### src/rtl/calculation_unit_fraction_normalizer.sv
// Two-stage normalizer: S1 captures the adder result and locates its leading one,
// S2 shifts it into a 1.23 mantissa with guard/round/sticky and an adjusted exponent.
module calculation_unit_fraction_normalizer (
    input  logic        clk,
    input  logic        reset,
    input  logic        in_valid,
    output logic        in_ready,
    input  logic [48:0] in_fraction,
    input  logic [9:0]  in_exponent,
    output logic        out_valid,
    input  logic        out_ready,
    output logic [23:0] out_fraction,
    output logic        out_guard,
    output logic        out_round,
    output logic        out_sticky,
    output logic [9:0]  out_exponent,
    output logic        out_zero
);

    logic        s1_valid_q;
    logic [48:0] s1_frac_q;
    logic [9:0]  s1_exp_q;
    logic [5:0]  s1_p_q;
    logic        s1_zero_q;

    logic        s2_valid_q;
    logic [23:0] s2_mant_q;
    logic        s2_guard_q;
    logic        s2_round_q;
    logic        s2_sticky_q;
    logic [9:0]  s2_exp_q;
    logic        s2_zero_q;

    logic        s2_adv;
    logic        in_xfer;
    logic        s2_load;

    logic [5:0]  p_d;
    logic        zero_d;

    logic [5:0]  lz;
    logic [47:0] shifted;
    logic [23:0] mant_d;
    logic        guard_d;
    logic        round_d;
    logic        sticky_d;
    logic [9:0]  exp_d;

    assign s2_adv   = !s2_valid_q || out_ready;
    assign in_ready = !s1_valid_q || s2_adv;
    assign in_xfer  = in_valid && in_ready;
    assign s2_load  = s1_valid_q && s2_adv;

    // Leading-one position; the last hit in an ascending scan is the MSB.
    always_comb begin
        p_d = 6'd0;
        for (int i = 0; i < 49; i++) begin
            if (in_fraction[i]) begin
                p_d = i[5:0];
            end
        end
        zero_d = (in_fraction == 49'd0);
    end

    always_comb begin
        lz       = 6'd47 - s1_p_q;
        shifted  = s1_frac_q[47:0] << lz;
        mant_d   = shifted[47:24];
        guard_d  = shifted[23];
        round_d  = shifted[22];
        sticky_d = |shifted[21:0];
        exp_d    = s1_exp_q - {4'd0, lz};
        if (s1_p_q == 6'd48) begin
            mant_d   = s1_frac_q[48:25];
            guard_d  = s1_frac_q[24];
            round_d  = s1_frac_q[23];
            sticky_d = |s1_frac_q[22:0];
            exp_d    = s1_exp_q + 10'd1;
        end
        if (s1_zero_q) begin
            mant_d   = 24'd0;
            guard_d  = 1'b0;
            round_d  = 1'b0;
            sticky_d = 1'b0;
            exp_d    = 10'd0;
        end
    end

    always_ff @(posedge clk or posedge reset) begin
        if (reset) begin
            s1_valid_q <= 1'b0;
            s1_frac_q  <= '0;
            s1_exp_q   <= '0;
            s1_p_q     <= '0;
            s1_zero_q  <= 1'b0;
        end else begin
            if (in_xfer) begin
                s1_valid_q <= 1'b1;
                s1_frac_q  <= in_fraction;
                s1_exp_q   <= in_exponent;
                s1_p_q     <= p_d;
                s1_zero_q  <= zero_d;
            end else if (s2_adv) begin
                s1_valid_q <= 1'b0;
            end
        end
    end

    always_ff @(posedge clk or posedge reset) begin
        if (reset) begin
            s2_valid_q  <= 1'b0;
            s2_mant_q   <= '0;
            s2_guard_q  <= 1'b0;
            s2_round_q  <= 1'b0;
            s2_sticky_q <= 1'b0;
            s2_exp_q    <= '0;
            s2_zero_q   <= 1'b0;
        end else begin
            if (s2_load) begin
                s2_valid_q  <= 1'b1;
                s2_mant_q   <= mant_d;
                s2_guard_q  <= guard_d;
                s2_round_q  <= round_d;
                s2_sticky_q <= sticky_d;
                s2_exp_q    <= exp_d;
                s2_zero_q   <= s1_zero_q;
            end else if (s2_adv) begin
                s2_valid_q <= 1'b0;
            end
        end
    end

    assign out_valid    = s2_valid_q;
    assign out_fraction = s2_mant_q;
    assign out_guard    = s2_guard_q;
    assign out_round    = s2_round_q;
    assign out_sticky   = s2_sticky_q;
    assign out_exponent = s2_exp_q;
    assign out_zero     = s2_zero_q;

endmodule

### config.mk
export PLATFORM = sky130hd
export DESIGN_NAME = calculation_unit_fraction_normalizer
export DESIGN_NICKNAME = d
export VERILOG_FILES = /design/src/rtl/calculation_unit_fraction_normalizer.sv
export SDC_FILE = /design/constraint.sdc
export NUM_CORES = 1
export LEC_CHECK = 0
export CAP_MARGIN = 20
export CORE_ASPECT_RATIO = 1.2
export CORE_MARGIN = 5
export CORE_UTILIZATION = 40
export CTS_BUF_LIST = sky130_fd_sc_hd__clkbuf_4 sky130_fd_sc_hd__clkbuf_8
export DETAILED_ROUTE_END_ITERATION = 6
export PLACE_DENSITY = 0.72
export RECOVER_POWER = 25
export SYNTH_ARGS = -nofsm -noshare
export SYNTH_HDL_FRONTEND = slang
export SYNTH_SLANG_ARGS = --single-unit
### constraint.sdc
create_clock -name clk -period 3.7 [get_ports clk]
set_input_delay 1.11 -clock clk [delete_from_list [all_inputs] [get_ports clk]]
set_output_delay 1.11 -clock clk [all_outputs]
set_load 0.02 [all_outputs]
After elaboration in Yosys (flattened, before gate mapping). Index checks and enable logic that the tools add are counted. W data, S select, Z words.

Flip-flop bits (word level): 106. Input port bits: 63. Output and inout bits: 40. Logic and storage cells: 89.

Add/subtract/negate cells: 3. Eq/ne operators: 1. Shift-type cells: 1. Mux-type cells: 61. Reductions and logical operators: 11.

Operators by type and width (count): $mux W6 (47); $logic_not A49 Y1 (1); $mux W24 (2); $shl A48 B6 Y48 (1); $reduce_or A23 Y1 (1); $reduce_or A22 Y1 (1); $mux W10 (2); $add A10 B1 Y10 const B (1); $mux W1 (10); $sub A10 B6 Y10 (1); $eq A6 B6 Y1 const B (1); $sub A6 B6 Y6 const A (1); $reduce_bool A2 Y1 (2); $logic_and A1 B1 Y1 (2); $logic_not A1 Y1 (2); $logic_or A1 B1 Y1 (2).

Longest topological paths before layout.
Depth after elaboration: 48. Gate-level depth with buffers: 17. Gate-level depth less buffers: 13.

Worst setup path after synthesis. Ideal clock, no wire load.

Path type: register to register. Start: reg s1_p_q[0]. End: reg s2_exp_q[8], in the netlist out_exponent[8]. Library setup time: 0.095 ns. Data arrival time: 3.346 ns. Required time: 3.605 ns. Slack: 0.259 ns. Stages on the path, launching flop included: 18. Path buffers: 4. Clock period less this slack: 3.441 ns. Path through: dfrtp_1 buf_6 buf_6 buf_2 inv_2 ha_1 nand3_1 clkbuf_1 nand2_1 ha_1 fa_1 a21o_1 a21oi_1 o21bai_1 a21oi_1 o21ai_0 xnor2_1 o31ai_1.

Word-level cells in the longest chain between the ends: 4. Elaborated cells between the ends (all ways): 5. Classes of those cells: add/sub (2); eq/ne (1); mux (2).

RTL lines: start: declaration (RTL line 23) `logic [5:0] s1_p_q;`; start signal: assignment (RTL line 101) `s1_p_q <= p_d;`; $sub A6 B6 Y6 (RTL line 66) `lz = 6'd47 - s1_p_q;`; $sub A10 B6 Y10 (RTL line 72) `exp_d = s1_exp_q - {4'd0, lz};`; $mux W10 (*) (RTL line 73) `if (s1_p_q == 6'd48) begin`; $mux W10 (*) (RTL line 80) `if (s1_zero_q) begin`; end signal: assignment (RTL line 125) `s2_exp_q <= exp_d;`; end: declaration (RTL line 31) `logic [9:0] s2_exp_q;`.

Mark *: on every way between the ends. The rest lies on a longest branch, timed or not. A chain may end at the register's enable or synchronous reset.

Worst setup path after layout.
Start: in out_ready. End: out in_ready.

Word-level cells in the longest chain between the ends: 2.

RTL lines: start: declaration (RTL line 11) `input logic out_ready,`; $logic_or A1 B1 Y1 (RTL line 49) `assign s2_adv = !s2_valid_q || out_ready;`; $logic_or A1 B1 Y1 (RTL line 50) `assign in_ready = !s1_valid_q || s2_adv;`; end: declaration (RTL line 7) `output logic in_ready,`.

No other way between the ends.

==> impl_results.md <==
- Initial Util: just over 40%
- Layout cells sized above 1: a little under a fifth
- Worst skew pair latency: 410 ps
- Status: finished clean
- Synth cell types: 64
- Wire per inst: roughly 20 um
- Area growth, synth to finish: 18.9%
- R2r worst-path depth: 12
- Number of max-cap violations: 0
- Worst-path clk slew: 100 ps
- Cell Area, Synth: about 7900 um2
- P_leak: around 3.7 nW
- GR Util All Layers: between 20% and 30%
- Crit share post-route: a little over nine tenths
- Final setup vio count: 0
- Die height: between 150 and 200 um
- Synth Net Count: 894
- DRT Wirelength: between 20 and 25 mm
- Worst path depth: 3
- Slowest cell delay on critical path: about 570 ps
- First-pass GRT wire length: between 30 and 40 mm
- Setup WS pre-CTS: between 200 and 250 ps
- Fmax: about 280 MHz
- Slew at the pin closest to its max-slew limit: between 1000 and 1500 ps
- Hold slack: ~480 ps
- Min cycle time layout: 3550 ps
- CP Class: input pin to output port
- Crit-path max FO: 3
- Vias in the first global route: ~6900
- Util after Layout: between 40% and 50%
- Crit path to: in_ready
- Post-DP HPWL: approximately 18 mm
- Yosys warning total: 0
- ANT cells: 0
- Chip Width: between 100 and 150 um
- Dpl cell area: just over 9000 um2
- Die area: about 23000 um2
- Root buffer cell: clkbuf_8
- Initial antenna violation count: 0
- Reg2reg end: out_exponent[9]
- Start point of the critical path: out_ready
- CTS sink cnt: 106
- Core area: just under 20000 um2
- Seq/Total Area, Yosys: 33.4%
- Row count: 56
- Crit path arrival time: 2440 ps
- Nets@finish: just under 1000
- Cts repair resizes: 0
- Port Buf Inserts: between 100 and 150
- DR iter-0 viols: between 500 and 600
- Syn Inst Count: a little over 800
- Max Clock Skew: between 15 and 20 ps
- Final std cells w/o fill: between 1000 and 1500
- DRT Pass-1 Iters: 5
- Number of synthesized flops with an enable pin: 0
- Setup_tns: 0 ps
- Reg2reg start: s1_p_q[0]
- Final Max Slew Viols: 0
- CTS tree: done
- CTS Buf Count: 9
- Worst path bufs/invs: 2
- Relative slew slack: between 15 and 20%
- Largest net degree at the start of global routing: 54
- Post-CTS setup buffers: 0
- Post-route cell area: around 9400 um2
- CTS max path bufs: 2
- Drt drc: 0
- Vias: 6917
- RSZ-0062 raised after global routing: false
- Asr flop ratio synth: 100%
- Worst Hold Class: flip-flop to flip-flop
- Final ANT Viol Nets: 0
- Number of vias per cell: ~6.0
- VDD IR-drop max: roughly 0.23 mV
- Worst R2R Setup Slack: 420 ps
- CP Launch Type: input pin
- Mean post-synth cell area: 9.72 um2
- Placer Congestion: between 0.9 and 1
- Final Hold Fails: 0
- H-tree depth: 3
- Top FF cell, synth: dfrtp_1
- PnR worst setup slack: roughly 150 ps
- Pwr/cell area: between 500 and 600 nW/um2
- Highest-delay cell along the critical path: clkdlybuf4s50_1
- Total gr overflow: 0
- Dpl cells: between 1000 and 1500
- Worst EP required: 2590 ps
- Overall power: 5.05 mW
- Hold_buf cts: 0
- Endpoint class of the critical path: output port
- Io pins: 103
- CP delay by family, top: buffers and inverters
- Flops & latches, synth: roughly 110
- Critical path, cell by cell: dlygate4sd3_1, nand3b_1, clkdlybuf4s50_1
-- metal layers --
metal / global-route usage [%] / up-vias / wire [um]
met2: 33.5 / 274 / 11100
met1: 27.3 / 3379 / 9850
met5: 0 / - / 0
li1: - / 3217 / -
met4: 9.25 / 0 / 817
met3: 2.62 / 47 / 1550
-- sequential cells by signal (all words and copies together), names as in the netlist --
name and flops:
s1_frac_q 49, s1_valid_q 1, out_valid 1, out_sticky 1, out_fraction 24, s1_exp_q 10
out_guard 1, out_exponent 10, out_zero 1, s1_zero_q 1, s1_p_q 6, out_round 1
-- report_power, final --
| part | switching (mW) | total (mW) | internal [mW] |
|---|---|---|---|
| Clock | 0.423 | 0.823 | 0.400 |
| Combinational | 1.31 | 2.51 | 1.20 |
| Sequential | 0.292 | 1.71 | 1.42 |
| Total | 2.03 | 5.05 | 3.02 |
-- worst min path at each step --
stage / from / end / cells after the start
2_1_floorplan: s1_valid_q / out_valid / 1
3_3_place_gp: out_fraction[18] / out_fraction[18] / 2
3_5_place_dp: out_fraction[18] / out_fraction[18] / 2
4_1_cts: out_fraction[18] / out_fraction[18] / 2
5_1_grt: out_exponent[0] / out_exponent[0] / 2
6_report: out_fraction[18] / out_fraction[18] / 2
-- cells in the mapped netlist, types with 3 or more instances --
| master | instances | area share, % |
|---|---|---|
| o21ai_1 | 35 | 2.2 |
| o211ai_1 | 8 | 0.76 |
| nor3_1 | 18 | 1.1 |
| dfrtp_1 | 106 | 33 |
| nor2b_1 | 4 | 0.32 |
| ha_1 | 13 | 2.0 |
| inv_1 | 14 | 0.66 |
| clkbuf_1 | 33 | 1.6 |
| o21bai_1 | 4 | 0.38 |
| nand4_1 | 4 | 0.32 |
| xnor2_1 | 8 | 0.88 |
| buf_2 | 15 | 0.95 |
| o22ai_1 | 7 | 0.55 |
| xor2_1 | 6 | 0.66 |
| nand3_1 | 5 | 0.32 |
| nor2_1 | 63 | 3.0 |
| a31oi_1 | 9 | 0.71 |
| a22oi_1 | 12 | 1.1 |
| nor4_1 | 13 | 1.0 |
| a211oi_1 | 11 | 1.0 |
| o32ai_1 | 3 | 0.33 |
| nand2_1 | 95 | 4.5 |
| buf_1 | 8 | 0.38 |
| a21o_1 | 5 | 0.47 |
| mux4_2 | 44 | 12 |
| o21ai_0 | 48 | 3.0 |
| nand2b_1 | 13 | 1.0 |
| mux2_2 | 74 | 10 |
| a21oi_1 | 44 | 2.8 |
| or4_1 | 3 | 0.28 |
| buf_6 | 3 | 0.43 |
| mux2i_1 | 40 | 5.0 |
| o31ai_1 | 8 | 0.76 |
-- area by class of cell --
| class | instances | area [um2] |
|---|---|---|
| clock inverter | 6 | 90.1 |
| tap | 261 | 327 |
| clock buffer | 10 | 138 |
| inverter | 15 | 57.6 |
| sequential | 106 | 2660 |
| timing repair buffer | 128 | 1220 |
| multi-input combinational | 635 | 4940 |
| fill | 1837 | 10100 |
-- placed cells by master (no fill, tap or decap), types with 23 or more instances in the layout --
cell type        netlist  routed
dfrtp_1              106     102
clkdlybuf4s50_1        0     100
nand2_1               95      94
mux2_2                74      74
nor2_1                63      63
o21ai_0               48      48
a21oi_1               44      44
mux4_2                44      44
mux2i_1               40      40
o21ai_1               35      35
buf_4                  0      23
-- worst register-to-register path: stages, from the launching register on --
cell     delay, ps
dfrtp_2        630
buf_4          330
ha_1           270
xnor2_1        130
nor2_1          60
ha_1           310
a21oi_1        220
nor2b_1         70
o21a_1         180
o41ai_1        480
o21ai_0        220
xnor2_1        190
o21ai_1         70
-- cells by family after synthesis --
logic type / count (synthesis) / share of synthesized area [%]
buf+inv: 76 / 4.33
fa+ha+maj: 14 / 2.30
mux: 162 / 29.0
xor+xnor: 14 / 1.54
simple gates: 232 / 13.2
flops: 106 / 33.4
compound gates: 213 / 16.3
(Power assumes the default switching activity.)
